===== src/rtl/cam_capture.sv =====
// Camera frame grabber: on a shutter edge, waits for the next frame and assembles
// RGB565 byte pairs into addressed pixel strobes for a framebuffer.
module cam_capture #(
  parameter int WIDTH  = 640,
  parameter int HEIGHT = 480,
  parameter int AW     = 19
) (
  input  logic          clk,
  input  logic          reset,
  input  logic          fpga_href,
  input  logic          fpga_vsync,
  input  logic [7:0]    fpga_data,
  input  logic          fpga_shutter,
  output logic          pix_valid,
  output logic [15:0]   pix_data,
  output logic [AW-1:0] pix_addr,
  output logic          busy,
  output logic          frame_done,
  output logic          line_err,
  output logic          ovf_err
);

  localparam logic [1:0] IDLE    = 2'd0;
  localparam logic [1:0] ARMED   = 2'd1;
  localparam logic [1:0] CAPTURE = 2'd2;
  localparam logic [1:0] DONE    = 2'd3;

  // One spare bit so x can count past WIDTH without wrapping into the valid range.
  localparam int XW = $clog2(WIDTH) + 1;
  localparam int YW = $clog2(HEIGHT + 1);

  logic [1:0]    state_q, state_d;
  logic          vsync_q, shutter_q, href_q;
  logic [XW-1:0] x_q, x_d;
  logic [YW-1:0] y_q, y_d;
  logic [AW-1:0] row_base_q, row_base_d;
  logic          phase_q, phase_d;
  logic [7:0]    hi_q, hi_d;
  logic          pix_valid_q, pix_valid_d;
  logic [15:0]   pix_data_q, pix_data_d;
  logic [AW-1:0] pix_addr_q, pix_addr_d;
  logic          line_err_q, line_err_d;
  logic          ovf_err_q, ovf_err_d;

  logic vsync_rise, vsync_fall, shutter_rise, href_fall;

  assign vsync_rise   = fpga_vsync & ~vsync_q;
  assign vsync_fall   = ~fpga_vsync & vsync_q;
  assign shutter_rise = fpga_shutter & ~shutter_q;
  assign href_fall    = ~fpga_href & href_q;

  always_comb begin
    state_d     = state_q;
    x_d         = x_q;
    y_d         = y_q;
    row_base_d  = row_base_q;
    phase_d     = phase_q;
    hi_d        = hi_q;
    pix_valid_d = 1'b0;
    pix_data_d  = pix_data_q;
    pix_addr_d  = pix_addr_q;
    line_err_d  = line_err_q;
    ovf_err_d   = ovf_err_q;

    case (state_q)
      IDLE: begin
        if (shutter_rise) state_d = ARMED;
      end
      ARMED: begin
        if (vsync_fall) begin
          state_d    = CAPTURE;
          x_d        = '0;
          y_d        = '0;
          row_base_d = '0;
          phase_d    = 1'b0;
          line_err_d = 1'b0;
          ovf_err_d  = 1'b0;
        end
      end
      CAPTURE: begin
        if (fpga_href) begin
          if (!phase_q) begin
            hi_d    = fpga_data;
            phase_d = 1'b1;
          end else begin
            phase_d = 1'b0;
            if ((x_q < XW'(WIDTH)) && (y_q < YW'(HEIGHT))) begin
              pix_valid_d = 1'b1;
              pix_data_d  = {hi_q, fpga_data};
              pix_addr_d  = row_base_q + AW'(x_q);
            end else begin
              ovf_err_d = 1'b1;
            end
            if (x_q != '1) x_d = x_q + 1'b1;
          end
        end else if (href_fall) begin
          // An odd trailing byte is discarded by forcing the phase back to the high byte.
          phase_d = 1'b0;
          if (x_q != '0) begin
            if (x_q != XW'(WIDTH)) line_err_d = 1'b1;
            x_d = '0;
            if (y_q < YW'(HEIGHT)) begin
              y_d        = y_q + 1'b1;
              row_base_d = row_base_q + AW'(WIDTH);
            end
          end
        end
        if (vsync_rise) state_d = DONE;
      end
      DONE: begin
        state_d = IDLE;
      end
      default: state_d = IDLE;
    endcase
  end

  always_ff @(posedge clk) begin
    if (reset) begin
      state_q     <= IDLE;
      vsync_q     <= 1'b0;
      shutter_q   <= 1'b0;
      href_q      <= 1'b0;
      x_q         <= '0;
      y_q         <= '0;
      row_base_q  <= '0;
      phase_q     <= 1'b0;
      hi_q        <= '0;
      pix_valid_q <= 1'b0;
      pix_data_q  <= '0;
      pix_addr_q  <= '0;
      line_err_q  <= 1'b0;
      ovf_err_q   <= 1'b0;
    end else begin
      state_q     <= state_d;
      vsync_q     <= fpga_vsync;
      shutter_q   <= fpga_shutter;
      href_q      <= fpga_href;
      x_q         <= x_d;
      y_q         <= y_d;
      row_base_q  <= row_base_d;
      phase_q     <= phase_d;
      hi_q        <= hi_d;
      pix_valid_q <= pix_valid_d;
      pix_data_q  <= pix_data_d;
      pix_addr_q  <= pix_addr_d;
      line_err_q  <= line_err_d;
      ovf_err_q   <= ovf_err_d;
    end
  end

  assign pix_valid  = pix_valid_q;
  assign pix_data   = pix_data_q;
  assign pix_addr   = pix_addr_q;
  assign busy       = (state_q == ARMED) || (state_q == CAPTURE);
  assign frame_done = (state_q == DONE);
  assign line_err   = line_err_q;
  assign ovf_err    = ovf_err_q;

endmodule


===== config.mk =====
export PLATFORM = sky130hd
export DESIGN_NAME = cam_capture
export DESIGN_NICKNAME = d
export VERILOG_FILES = /design/src/rtl/cam_capture.sv
export SDC_FILE = /design/constraint.sdc
export NUM_CORES = 1
export LEC_CHECK = 0
export ABC_CLOCK_PERIOD_IN_PS = 3300
export BUFFER_PORTS_ARGS = -buffer_cell sky130_fd_sc_hd__buf_4
export CAP_MARGIN = 20
export CORE_MARGIN = 5
export CORE_UTILIZATION = 41
export DETAILED_ROUTE_END_ITERATION = 8
export SYNTH_ARGS = -nofsm -noshare
export SYNTH_HDL_FRONTEND = slang
export SYNTH_SLANG_ARGS = --single-unit

===== constraint.sdc =====
create_clock -name clk -period 3.3 [get_ports clk]
set_input_delay 0.66 -clock clk [delete_from_list [all_inputs] [get_ports clk]]
set_output_delay 0.66 -clock clk [all_outputs]
set_load 0.02 [all_outputs]

==> flow_summary.json, run 1 <==
{
  "endpoint_kind": "register",
  "fmax_mhz": 358.1,
  "cts_tree": "done",
  "slew_violations": 0,
  "final_common_cell": "nand2_1",
  "start_util_pct": 41.80,
  "core_um2": 9153,
  "leakage_nw": 1.589,
  "synth_area_leaders": "dfxtp_1 44%, nand2_1 9.4%, a21oi_1 8.2%",
  "antenna_found_initial": 0,
  "maxCapViolCount": 0,
  "path_class": "reg -> reg",
  "hold_viol": 0,
  "synthArstFlopShare_pct": 0,
  "yosysTopAreaCellShare_pct": 43.95,
  "dp_hpwl_um": 6009,
  "final_nets": 536,
  "cts_sinks": 84,
  "reg2reg_from": "state_q[0]",
  "post_cts_resized": 0,
  "die_h_um": 106.6,
  "hold_class": "reg -> reg",
  "start_kind": "register",
  "holdBufCountCts": 0,
  "diodes": 0,
  "met1_usage_pct": 21.02,
  "busiest_layer": "met2",
  "grt_start_max_net_pins": 60,
  "worstHoldStart": "ovf_err",
  "vias": 3355,
  "syn_inst": 470,
  "syn-num-nets": 496,
  "ys_types": 44,
  "cts_made_buffers": 9,
  "drc": 0,
  "worstSkewPairLatency_ns": 0.35,
  "synth_area_um2": 3826,
  "gp_congestion": 0.7996,
  "fin_tns_setup_ns": 0,
  "dieArea_um2": 11360,
  "path_clk_slew_ns": 0.10,
  "totalPowerFinal_w": 0.002441,
  "ir_drop_uv": 394.2,
  "rsz0062_at_grt": "false",
  "htreeDepth": 3,
  "wire_per_inst_um": 14.00,
  "viasPerCell": 5.359,
  "ys_seq_elements": 84,
  "grt_use_met2_pct": 25.99,
  "tightest_slew_ns": 0.6912,
  "outcome": "completed",
  "maxSlewHeadroom_pct": 53.92,
  "fin_skew_ns": 0.01113,
  "ios": 53,
  "syn_area_per_cell_um2": 8.141,
  "yosysTopAreaCell": "dfxtp_1",
  "cts_buffer_depth": 2,
  "cts_root_buf": "clkbuf_8",
  "synth_edf_count": 0,
  "drt_pass1_iterations": 4,
  "met3_usage_pct": 4.214,
  "worstPathMaxFanout": 21,
  "synth_top_flop_cell": "dfxtp_1",
  "yosysSeqAreaShare_pct": 43.95,
  "num_rows": 35,
  "postCtsSetupBuffers": 0,
  "period_minus_slack_ns": 2.792,
  "drt_iter0_markers": 102,
  "critical_path_arrival_ns": 3.08,
  "die_w_um": 106.6,
  "drtAntennaViolNets": 0,
  "required_ns": 3.59,
  "totalWireLength_um": 8765,
  "crit_start": "state_q[0]",
  "grt_overflow": 0,
  "drive_above_1_share_pct": 15.92,
  "final_cell_mix": "96 x nand2_1, 84 x dfxtp_1, 63 x a21oi_1",
  "grt_pass1_wl_um": 14950,
  "finalSetupViolCount": 0,
  "grt_pass1_vias": 3171,
  "area_growth_pct": 16.61,
  "yosys_warnings": 0,
  "grt_use_total_pct": 15.95,
  "cellPowerDensity_nw_per_um2": 547.2,
  "place.port_buffers": 52,
  "fin_crit_sh_pct": 84.62
}
## cell type report
cell class | instances | area (µm²)
Multi-Input combinational cell | 347 | 1997
Inverter | 13 | 48.80
Sequential cell | 84 | 1682
Timing Repair Buffer | 55 | 412.9
Tap cell | 111 | 138.9
Clock buffer | 9 | 123.9
Fill cell | 938 | 4691
Clock inverter | 7 | 58.81
## per-layer routing
layer / vias to the layer above / share of wire (%)
li1: 1746 / -
met1: 1542 / 50
met2: 60 / 45
met3: 7 / 4.2
met4: 0 / 0.78
met5: - / 0
## state kept, by name (all words and copies together), names as in the netlist, 2 cells and up
register	flops
y_q	9
row_base_q	12
x_q	11
pix_addr	19
hi_q	8
pix_data	16
state_q	2
## power breakdown
group | switching [W] | total (W) | internal (W)
logic | 0.000438 | 0.000657 | 0.000219
clock network | 0.000407 | 0.000694 | 0.000287
registers | 0.0000370 | 0.00109 | 0.00105
total | 0.000882 | 0.00244 | 0.00156
## metrics by stage
step / setup WS [ns] / instances / instance area [µm²] / utilization (%) / hold WS [ns]
floorplan: 0.8673 / 470 / 3826 / - / 0.4321
global route: 0.3091 / 626 / 4462 / 48.75 / 0.4726
global placement: 0.6079 / 610 / 4279 / 46.75 / 0.4370
CTS: 0.4872 / 626 / 4462 / 48.75 / 0.4589
detailed placement: 0.5245 / 610 / 4279 / 46.75 / 0.4447
finish: 0.5076 / 626 / 4462 / 48.75 / 0.4554
## Yosys cell counts, types with 2 or more instances
library cell  instances
or4_4                 2
inv_1                13
nand3_1              16
nor2_1               22
mux2i_1               2
or2_2                 5
a211oi_1              9
o2111ai_1             3
clkbuf_1             23
nor2b_1               2
o31ai_1              10
nand2_1              96
o21ai_0              11
a31oi_1               4
o211ai_1              3
and2_1                3
xnor2_1               7
xor2_1                6
nor3b_1               3
nand2b_1              4
or4_1                16
nor3_1                6
or3_1                 8
a21o_1                3
nor4_1                4
buf_2                 3
nand3b_1              2
o21a_1                2
nand4_1               8
dfxtp_1              84
ha_1                 13
and3_1                3
a21oi_1              63
## worst paths after layout
check,end,slack (ns),cells after the start
max reg2reg,x_q[7],0.51,7
max,x_q[7],0.51,7
min reg2reg,ovf_err,0.46,2
min,ovf_err,0.46,2
## worst max-delay path, cell delays in order (launching register included)
cell and delay (ns):
dfxtp_1 0.34, inv_1 0.12, ha_1 0.62, nand2b_1 0.15, a32o_1 0.26, or3_1 0.56
or4_1 0.53, a21oi_1 0.14
## cell families after synthesis
logic type      after synthesis  share of synthesized area, %
compound gates              114                         17.89
fa+ha+maj                    13                         4.251
mux                           2                        0.5232
flops                        84                         43.95
simple gates                205                         26.49
xor+xnor                     13                         2.976
buf+inv                      39                         3.924
Power figures use the tool's default switching activity.
==> run 2: changes to the inputs <==
--- a/config.mk
+++ b/config.mk
@@ -5,7 +5,8 @@
 export SDC_FILE = /design/constraint.sdc
 export NUM_CORES = 1
 export LEC_CHECK = 0
-export ABC_CLOCK_PERIOD_IN_PS = 3300
+export ABC_AREA = 1
+export ABC_CLOCK_PERIOD_IN_PS = 2800
 export BUFFER_PORTS_ARGS = -buffer_cell sky130_fd_sc_hd__buf_4
 export CAP_MARGIN = 20
 export CORE_MARGIN = 5
==> constraint.sdc (replaced) <==
create_clock -name clk -period 2.8 [get_ports clk]
set_input_delay 0.56 -clock clk [delete_from_list [all_inputs] [get_ports clk]]
set_output_delay 0.56 -clock clk [all_outputs]
set_load 0.02 [all_outputs]
==> run 2 against run 1 <==
Die area grew 7.3%. Area after synthesis grew 8.0%. Clock skew shrank 0.0045 ns. Critical path depth grew 2. Clock power grew 28%. Utilization shrank 0.38 points. Via count grew 11%. Sequential share of layout area shrank 2.3 points. Critical endpoint is now pix_addr[15]. Largest cell class unchanged.
==> flow_summary.json, run 2 <==
{
  "outcome": "completed",
  "synth_edf_count": 0,
  "fin_tns_setup_ns": 0,
  "finalSetupViolCount": 0,
  "start_util_pct": 42.09,
  "grt_use_total_pct": 16.14,
  "syn-num-nets": 600,
  "worstSkewPairLatency_ns": 0.35,
  "drc": 0,
  "final_common_cell": "nand2_1",
  "placed_cell_area_um2": 4553,
  "fin_crit_sh_pct": 76.21,
  "post_cts_resized": 0,
  "dieArea_um2": 12190,
  "slew_violations": 0,
  "gp_congestion": 0.8988,
  "ir_drop_uv": 275.3,
  "start_kind": "register",
  "yosysSeqAreaShare_pct": 40.69,
  "worstRegToRegCells": 9,
  "synth_top_flop_cell": "dfxtp_1",
  "ys_types": 43,
  "postCtsSetupBuffers": 0,
  "hold_viol": 0,
  "htreeDepth": 3,
  "fin_skew_ns": 0.006659,
  "hold_depth": 3,
  "path_class": "reg -> reg",
  "path_clk_slew_ns": 0.09,
  "die_w_um": 110.4,
  "core_um2": 9819,
  "drt_iter0_markers": 194,
  "holdBufCountCts": 0,
  "r2r_slack_ns": 0.67,
  "syn_inst": 574,
  "place.port_buffers": 52,
  "area_growth_pct": 14.93,
  "ys_seq_elements": 84,
  "syn_area_per_cell_um2": 7.200,
  "period_minus_slack_ns": 2.134,
  "drive_above_1_share_pct": 16.53,
  "yosys_warnings": 0,
  "ios": 53,
  "finalInstanceArea_um2": 4750,
  "drtAntennaViolNets": 0,
  "worstPathMaxFanout": 46,
  "synth_most_common_cell": "nand2_1",
  "r2r-end": "pix_addr[15]",
  "num_rows": 36,
  "wire_per_inst_um": 12.83,
  "whs_endpoint": "shutter_q",
  "cts_sinks": 84,
  "antenna_found_initial": 0,
  "synth_area_um2": 4133,
  "tightest_slew_ns": 0.4857,
  "drt_pass1_iterations": 4,
  "rsz0062_at_grt": "false",
  "grt_pass1_vias": 3626,
  "worstHoldStart": "fpga_shutter",
  "reg2reg_from": "state_q[0]",
  "endpoint_kind": "register",
  "yosysTopAreaCellShare_pct": 40.69,
  "required_ns": 3.05,
  "cts_tree": "done",
  "viasPerCell": 4.943,
  "largest_reg_flops": 19,
  "maxCapViolCount": 0,
  "totalWireLength_um": 9701,
  "hold_class": "in -> reg",
  "die_h_um": 110.4,
  "fmax_mhz": 468.6,
  "cts_made_buffers": 9,
  "yosysTopAreaCell": "dfxtp_1",
  "grt_pass1_wl_um": 16730,
  "dp_hpwl_um": 7021,
  "vias": 3737,
  "final_nets": 645,
  "maxSlewHeadroom_pct": 67.58,
  "synthTopCellsByCount": "146 x nand2_1, 84 x dfxtp_1, 72 x nor2_1, 58 x a21oi_1, 48 x inv_1",
  "cellPowerDensity_nw_per_um2": 672.8,
  "grt_start_max_net_pins": 47,
  "cts_root_buf": "clkbuf_8",
  "diodes": 0,
  "synthArstFlopShare_pct": 0,
  "synth_area_leaders": "dfxtp_1 41%, nand2_1 13%, a21oi_1 7.0%",
  "leakage_nw": 1.925,
  "critical_path_arrival_ns": 2.38,
  "final_cell_mix": "146 x nand2_1, 84 x dfxtp_1, 72 x nor2_1",
  "cts_buffer_depth": 2,
  "grt_overflow": 0
}
## run 2: cell families after synthesis
| family | synth area share (%) |
|---|---|
| AO/OA/AOI/OAI | 14.38 |
| adder cells (fa/ha/maj) | 3.936 |
| XOR/XNOR | 1.484 |
| buffers and inverters | 9.113 |
| flip-flops | 40.69 |
| AND/OR/NAND/NOR | 30.40 |
## run 2: routing by layer
metal	part of all wire, %	routed length [µm]	GRT usage [%]
met1	44	4313	18.88
met2	49	4795	28.80
met3	4.0	387	3.392
met4	2.1	204	6.076
met5	0	0	0
## run 2: cell type report
class / instances / area [µm²]
repair buffers: 56 / 420.4
clock inverters: 6 / 72.57
well taps: 133 / 166.4
inverters: 54 / 210.2
clock buffers: 9 / 123.9
flip-flops and latches: 84 / 1682
fillers: 1045 / 5070
multi-input cells: 414 / 2074
## run 2: power by group
| group | internal (W) | switching, W |
|---|---|---|
| clock | 0.000420 | 0.000467 |
| sequential | 0.00127 | 0.0000622 |
| combinational | 0.000297 | 0.000675 |
| total | 0.00199 | 0.00120 |
## run 2: critical path: stages, from the launching register on
cell and delay (ns):
dfxtp_1 0.34, inv_1 0.12, ha_1 0.43, nand2_1 0.20
nor2_4 0.17, nand4_4 0.10, inv_4 0.35, nand3_1 0.14
o211ai_1 0.11, inv_1 0.05
## run 2: through the flow
step	worst slack (ns)	hold slack (ns)	power (W)	cells	util [%]
after floorplan	1.067	0.4395	0.002183	574	-
after global placement	0.7530	0.4516	0.002332	741	46.37
after detailed placement	0.6565	0.4552	0.002351	741	46.37
after CTS	0.6609	0.4096	0.003241	756	48.37
after global routing	0.4232	0.4335	0.003412	756	48.37
final	0.6661	0.4213	0.003196	756	48.37
## run 2: worst max-delay path by stage
stage | start | endpoint | slack, ns
after floorplan | state_q[0] | row_base_q[10] | 1.07
after global placement | state_q[0] | row_base_q[8] | 0.75
after detailed placement | state_q[0] | pix_addr[15] | 0.66
after CTS | state_q[0] | pix_addr[15] | 0.66
after global routing | state_q[0] | pix_addr[17] | 0.42
final | state_q[0] | pix_addr[15] | 0.67
